File: config.mk
export PLATFORM = sky130hd
export DESIGN_NAME = hazard_ctrl
export DESIGN_NICKNAME = d
export VERILOG_FILES = /design/src/rtl/riscv_pkg.sv /design/src/rtl/hazard_match.sv /design/src/rtl/hazard_ctrl.sv
export SDC_FILE = /design/constraint.sdc
export NUM_CORES = 1
export LEC_CHECK = 0
export CAP_MARGIN = 20
export CORE_ASPECT_RATIO = 1.1
export CORE_UTILIZATION = 45
export CTS_BUF_LIST = sky130_fd_sc_hd__clkbuf_8
export DETAILED_ROUTE_END_ITERATION = 8
export GPL_ROUTABILITY_DRIVEN = 0
export HOLD_SLACK_MARGIN = 0.05
export PLACE_DENSITY = 0.76
export SYNTH_ARGS = -nofsm -noshare
export SYNTH_HDL_FRONTEND = slang
export SYNTH_HIERARCHICAL = 1
export SYNTH_SLANG_ARGS = --single-unit
File: constraint.sdc
create_clock -name clk -period 2 [get_ports clk]
set_clock_uncertainty 0.15 [all_clocks]
set_input_delay 0.3 -clock clk [delete_from_list [all_inputs] [get_ports clk]]
set_output_delay 0.3 -clock clk [all_outputs]
set_load 0.01 [all_outputs]
File: src/rtl/riscv_pkg.sv
// riscv_pkg: shared register-address width, pipeline slot type and hazard-tracking depth
package riscv_pkg;
    localparam int REG_ADDR_W = 5;
    localparam int NSTAGE_DEF = 3;
    typedef struct packed {
        logic                  pend;
        logic [REG_ADDR_W-1:0] rd;
    } slot_t;
endpackage

File: src/rtl/hazard_match.sv
// hazard_match: flags a source register that matches a pending write in any tracked slot
// Ports: uses/addr describe one ID source; slots is the in-flight table; hit is the conflict flag.
module hazard_match
    import riscv_pkg::*;
#(
    parameter int NSTAGE = NSTAGE_DEF
) (
    input  logic                  uses,
    input  logic [REG_ADDR_W-1:0] addr,
    input  slot_t [NSTAGE-1:0]    slots,
    output logic                  hit
);
    logic any;
    always_comb begin
        any = 1'b0;
        for (int i = 0; i < NSTAGE; i++)
            any = any | (slots[i].pend & (slots[i].rd == addr));
    end
    // x0 is hardwired to zero, so reading it never depends on anything in flight
    assign hit = uses & (addr != '0) & any;
endmodule

File: src/rtl/hazard_ctrl.sv
// hazard_ctrl: RAW hazard interlock that stalls ID while a source is still pending in EX..WB
// Ports: clk/rst (async, active-high); id_* describe the instruction in ID; flush kills IF/ID;
//        stall_if_id holds PC and IF/ID; bubble_id_ex loads a NOP into ID/EX;
//        stall_cnt saturating stall-cycle count; busy = any pending rd write in flight.
module hazard_ctrl
    import riscv_pkg::*;
#(
    parameter int NSTAGE = NSTAGE_DEF,
    parameter int CNT_W  = 16
) (
    input  logic                  clk,
    input  logic                  rst,
    input  logic                  id_valid,
    input  logic [REG_ADDR_W-1:0] id_rs1_addr,
    input  logic [REG_ADDR_W-1:0] id_rs2_addr,
    input  logic                  id_uses_rs1,
    input  logic                  id_uses_rs2,
    input  logic [REG_ADDR_W-1:0] id_rd_addr,
    input  logic                  id_writes_rd,
    input  logic                  flush,
    output logic                  stall_if_id,
    output logic                  bubble_id_ex,
    output logic [CNT_W-1:0]      stall_cnt,
    output logic                  busy
);
    slot_t [NSTAGE-1:0] slot_q, slot_d;
    logic [CNT_W-1:0]   cnt_q, cnt_d;
    logic               rs1_hit, rs2_hit, load;

    hazard_match #(.NSTAGE(NSTAGE)) u_rs1 (
        .uses (id_uses_rs1),
        .addr (id_rs1_addr),
        .slots(slot_q),
        .hit  (rs1_hit)
    );

    hazard_match #(.NSTAGE(NSTAGE)) u_rs2 (
        .uses (id_uses_rs2),
        .addr (id_rs2_addr),
        .slots(slot_q),
        .hit  (rs2_hit)
    );

    // WB slot is included in the match because the register file is read before the WB write lands
    assign stall_if_id  = ~rst & id_valid & ~flush & (rs1_hit | rs2_hit);
    assign bubble_id_ex = ~rst & (stall_if_id | flush);
    assign load         = id_valid & id_writes_rd & (id_rd_addr != '0) & ~stall_if_id & ~flush;
    assign stall_cnt    = cnt_q;

    always_comb begin
        slot_d = '0;
        for (int i = NSTAGE - 1; i > 0; i--)
            slot_d[i] = slot_q[i-1];
        slot_d[0].pend = load;
        slot_d[0].rd   = load ? id_rd_addr : '0;
        cnt_d = (stall_if_id && cnt_q != '1) ? cnt_q + CNT_W'(1) : cnt_q;
        busy = 1'b0;
        for (int i = 0; i < NSTAGE; i++)
            busy = busy | slot_q[i].pend;
    end

    always_ff @(posedge clk or posedge rst) begin
        if (rst) begin
            slot_q <= '0;
            cnt_q  <= '0;
        end else begin
            slot_q <= slot_d;
            cnt_q  <= cnt_d;
        end
    end
endmodule
# Word-level counts from Yosys, hierarchy flattened
# Cells that the tools add are included.
[totals]
register_bits = 34
wordCells = 49
[classes]
addsub = 1
eq_ne = 7
n_mux = 1
bitwise = 29
n_reduce_logical = 4
[ops]
columns = ["op", "count"]
rows = [
  ["$eq A5 B5 Y1", 6],
  ["$and A1 B1 Y1", 18],
  ["$add A16 B1 Y16 const B", 1],
  ["$ne A16 B16 Y1 const B", 1],
  ["$reduce_bool A5 Y1", 3],
  ["$or A1 B1 Y1", 8],
  ["$mux W5", 1],
  ["$not A1 Y1", 3],
  ["$logic_and A1 B1 Y1", 1],
]

# Depth between registers and ports, before layout
[depth]
word_depth = 11
ltp_mapped = 9
mapped_depth_nobuf = 9

# By module
# The synthesis kept the hierarchy.
[by_module_without_submodules]
columns = ["mod", "instances", "cells_per_inst", "area_each_um2", "seq_area_each_um2"]
rows = [
  ["hazard_ctrl", 1, 104, 1385.1, 850.8],
  ["hazard_match", 2, 24, 190.2, 0.0],
]

# Worst setup path after synthesis
# Ideal clock, no wire load.
[synth_timing]
path_kind = "register to register"
from = "register slot_q, in the netlist slot_d[7]"
to = "register cnt_q[1], in the netlist stall_cnt[1]"
t_arrival_ns = 1.931
required_ns = 1.725
setup_slack_ns = -0.206
path_stages_with_launch = 9
synth_period_minus_slack_ns = 2.206
cell_sequence = "dfrtp_1 xor2_1 nor4_2 nand3_1 a31oi_1 o21bai_1 nand2b_1 nor2_2 mux2_4"
[synth_between]
elab_chain_len = 8
word_cells_on_any_way = 13
cone_classes = "eq/ne: 2; bitwise: 10; reduce/logical: 1"
[synth_rtl]
columns = ["element", "line_no", "source"]
rows = [
  ["start: declaration", "hazard_ctrl.sv:26", "slot_t [NSTAGE-1:0] slot_q, slot_d;"],
  ["start signal: assignment", "hazard_ctrl.sv:67", "slot_q <= slot_d;"],
  ["$eq A5 B5 Y1", "hazard_match.sv:17", "any = any | (slots[i].pend & (slots[i].rd == addr));"],
  ["$and A1 B1 Y1", "hazard_match.sv:17", ""],
  ["$or A1 B1 Y1 (2 in a row)", "hazard_match.sv:17", ""],
  ["$and A1 B1 Y1", "hazard_match.sv:20", "assign hit = uses & (addr != '0) & any;"],
  ["net rs2_hit", "hazard_ctrl.sv:28", "logic rs1_hit, rs2_hit, load;"],
  ["$or A1 B1 Y1", "hazard_ctrl.sv:45", "assign stall_if_id = ~rst & id_valid & ~flush & (rs1_hit | rs2_hit);"],
  ["$and A1 B1 Y1", "hazard_ctrl.sv:45", ""],
  ["$logic_and A1 B1 Y1", "hazard_ctrl.sv:56", "cnt_d = (stall_if_id && cnt_q != '1) ? cnt_q + CNT_W'(1) : cnt_q;"],
  ["end signal: assignment", "hazard_ctrl.sv:68", "cnt_q <= cnt_d;"],
  ["end: declaration", "hazard_ctrl.sv:27", "logic [CNT_W-1:0] cnt_q, cnt_d;"],
]
# The timed path passes the listed nets, and every way through them passes these cells.
# A chain may end at the register's enable or synchronous reset.

# Worst setup path in the final report
[layout_timing]
from = "register slot_q[15] in the netlist's numbering"
to = "output port stall_if_id"
[layout_between]
elab_chain_len = 6
word_cells_on_any_way = 10
cone_classes = "eq/ne: 2; bitwise: 8"
[layout_rtl]
columns = ["element", "line_no", "source"]
rows = [
  ["$eq A5 B5 Y1", "hazard_match.sv:17", ""],
  ["$and A1 B1 Y1", "hazard_match.sv:17", ""],
  ["$or A1 B1 Y1", "hazard_match.sv:17", ""],
  ["$and A1 B1 Y1", "hazard_match.sv:20", ""],
  ["net rs2_hit", "hazard_ctrl.sv:28", ""],
  ["$or A1 B1 Y1", "hazard_ctrl.sv:45", ""],
  ["$and A1 B1 Y1", "hazard_ctrl.sv:45", ""],
  ["end: declaration", "hazard_ctrl.sv:21", "output logic stall_if_id,"],
]
# The timed path passes the listed nets, and every way through them passes these cells.

==> metrics list <==
- Outcome: complete, but fails checks
- The final reports fail on setup timing.
- CTS HTree Levels: 2
- Cell Area, Synth: 1770 um^2
- The tree is rooted in a clkbuf_8.
- For this block, the via count after detailed routing is 1511.
* Floorplan die area: 4180 um^2
- Clock tree from TritonCTS: done
- Worst-case setup slack after placement: -1.05 ns
* Final Util: 0.728
* Headroom to the max-slew limit: 0.684
- Remaining number of nets flagged by the antenna check after routing: 0
- Yosys mapped the design onto 36 distinct sky130hd cell types.
* Power, Total: 0.00150 W
* Skew-Pair Late Insertion Delay: 0.29 ns
* Routed vias/inst: 5.44
* Leakage power: 1.31 nW
- Worst hold-check path type: register to register
* Rows: 23
- Along the worst path, the maximum fanout reaches 2.
* CP cell instances: xor2_1 -> nor4_2 -> nand3_1 -> a31oi_2 -> buf_4 -> o21bai_4 -> nand2b_4 -> inv_2 -> buf_6
- Clk buf depth: 2
- In the global route stage, overall resource usage came out at 0.244.
- The largest single stage delay on the critical path is 0.39 ns.
* Routed wire length: 4760 um
- Kind of end point of the critical path: primary output
- The number of global-route vias before repair is 1561.
- Hold is met by 0.304 ns.
* Setup repair after global routing missed its margin: yes
- Of the available clock period, the critical path in the final layout requires 1.28.
* Combined flip-flop and latch cell area: 851 um^2
- In this run, post-CTS hold repair placed 0 buffers.
* Number of remaining DRC errors: 0
- Entering global routing, the biggest net connects 25 pins.
- Count of input and output buffers: 40
- Max-Cap Viols: 0
* CTS sink cnt: 34
- Area overhead of the layout relative to synthesis: 53.1%
- DIE WIDTH: 61.7 um
- Once layout is done, the placed cells without fillers occupy 2700 um^2.
- The pre-antenna-repair detailed-routing pass consisted of 6 iterations.
- Vertical extent of the die: 67.7 um
- The cell count after synthesis came out at 152.
- Net count of the finished layout: 250
- Crit path launch type: register
* Worst setup slack after layout: -0.556 ns
- After floorplanning, the core was sized to cover 3710 um^2.
- Post-layout min period: 2.56 ns
* Overflow left after global routing: 0
- The number of slew-limit violations in the final report came to 0.
- Detailed router's first-iteration violation count: 56
- The number of antenna diodes in the final layout is 0.
- Seq/Total Area, Yosys: 0.482
- Clock-pin slew was measured on the worst setup and hold paths at 0.07 ns.
- Summing all placed instances gives a cell area of 2430 um^2.
- The number of nets in the synthesized netlist is 175.
- A synthesized cell averages 11.6 um^2.
- IR analysis of the VDD net gives a maximum drop of 0.317 mV.
* Final Hold Vio Count: 0
* Count of synthesis-stage warnings from yosys: 6
- Initial Utilization: 0.476
* I/O pin total: 41
- Of the cells placed in the final design, the portion with a size suffix greater than 1 is 0.272.
* Filler cell count in the final layout: 256
- Number of buffers created by CTS: 5
- After detailed routing, the average wire length per cell comes to 17.1 um.
* Worst endpoint data arrival time: 2.11 ns
* Timing-limited maximum frequency: 391 MHz
- The first global-routing pass estimated 7220 um of wire.
- HPWL after detailed placement: 3240 um
- Multi-input combinational cell area: 1060 um^2
- Critical-path top delay cell: dfrtp_1
- Number of setup violations in the final report: 24
* Cell area power density: 556 nW/um^2
* Endpoint required time on the critical path: 1.55 ns
- Slew at the pin closest to its max-slew limit: 0.469 ns
- The worst setup path is of the register to primary output kind.
* Number of synthesized register bits: 34
- Antenna violations before repair: 0
[final cells by class]
| class | instances | area share |
|---|---|---|
| Tap cell | 50 | 0.0231 |
| Multi-Input combinational cell | 115 | 0.391 |
| Inverter | 3 | 0.00417 |
| Sequential cell | 34 | 0.315 |
| Timing Repair Buffer | 68 | 0.226 |
| Clock inverter | 3 | 0.0153 |
| Clock buffer | 5 | 0.0255 |
[report_power, final]
group          switching [W]  leakage (nW)  internal (W)
registers          0.0000125         0.470      0.000700
clock network       0.000255        0.0556      0.000367
logic              0.0000806         0.783     0.0000877
total               0.000348          1.31       0.00115
[cells by family after synthesis]
group,count (synthesis),share of synthesized area
adder cells (fa/ha/maj),1,0.00709
multiplexers,2,0.0149
buffers and inverters,3,0.00638
AND/OR/NAND/NOR,57,0.237
AO/OA/AOI/OAI,14,0.0489
flip-flops,34,0.482
XOR/XNOR,41,0.203
[state kept, by name, summed over array words and instances (netlist names)]
name,count
stall_cnt,16
slot_d,12
slot_q,6
[cells in the final DEF, fill, tap and decap left out, types with 3 or more instances in the layout]
master            n
nor2_1            3
nor4_2            4
xnor2_1          10
nand3_1          11
buf_6             3
buf_4            25
or4_1             3
nor4_4            5
dfrtp_1          34
a31oi_1           3
dlygate4sd2_1    10
clkdlybuf4s50_1  27
inv_1             3
o21ai_1           3
and2_1            5
xor2_1           31
clkbuf_8          5
[worst max-delay path, delay by kind of cell (launching register included)]
| kind | cells | cell delay [ns] |
|---|---|---|
| xor+xnor | 1 | 0.15 |
| flops | 1 | 0.39 |
| compound gates | 2 | 0.29 |
| simple gates | 3 | 0.63 |
| buf+inv | 3 | 0.34 |
[routing by layer]
metal / wire, um / GRT usage / up-vias / part of all wire
li1: - / - / 703 / -
met1: 1900 / 0.293 / 732 / 0.40
met2: 2470 / 0.409 / 56 / 0.52
met3: 208 / 0.0498 / 20 / 0.044
met4: 177 / 0.119 / 0 / 0.037
met5: 0 / 0 / - / 0
[stage by stage]
stage                     instances  TNS [ns]
after detailed placement        265    -18.78
after CTS                       274     -8.39
after global routing            278    -11.72
final                           278     -9.36
after global placement          265    -18.16
after floorplan                 152    -0.511
[final timing paths]
kind / start / to / slack (ns) / cells past startpoint
worst max register to register: slot_q[15]$_DFF_PP0_ / stall_cnt[14]$_DFFE_PP0P_ / -0.53 / 10
worst max-delay path: slot_q[15]$_DFF_PP0_ / stall_if_id / -0.56 / 9
min in group asynchronous: rst / stall_cnt[12]$_DFFE_PP0P_ / 0.40 / 4
worst min register to register: slot_d[15]$_DFF_PP0_ / slot_q[15]$_DFF_PP0_ / 0.30 / 0
max in group asynchronous: rst / stall_cnt[11]$_DFFE_PP0P_ / 0.99 / 4
worst min-delay path: slot_d[15]$_DFF_PP0_ / slot_q[15]$_DFF_PP0_ / 0.30 / 0
[synth_stat cells, drive strengths merged]
master   n  share of area
dfrtp   34           0.48
xor2    31           0.15
nand3   11          0.031
nor4    11          0.062
xnor2   10          0.050
a31oi    5          0.018
and2     5          0.018
nand4    4          0.030
nor2     4         0.0099
o21ai    4          0.011
inv      3         0.0064
nand2b   3          0.011
or4      3          0.013
a21oi    2         0.0057
and3     2         0.0071
mux2     2          0.015
nand2    2         0.0043
nand3b   2         0.0085
nand4b   2         0.0099
nor3     2         0.0057
and4     1         0.0050
and4bb   1         0.0071
ha       1         0.0071
nor2b    1         0.0035
nor3b    1         0.0043
nor4b    1         0.0050
o21a     1         0.0043
o21bai   1         0.0043
o311a    1         0.0057
or3      1         0.0035
[timing repair]
action / CTS / global route
gates resized for setup: 36 / 10
setup buffers: 1 / 4
setup endpoints to repair: 25 / 24
pin swaps: 16 / 17
No activity file was read; power rests on OpenSTA's default activity.
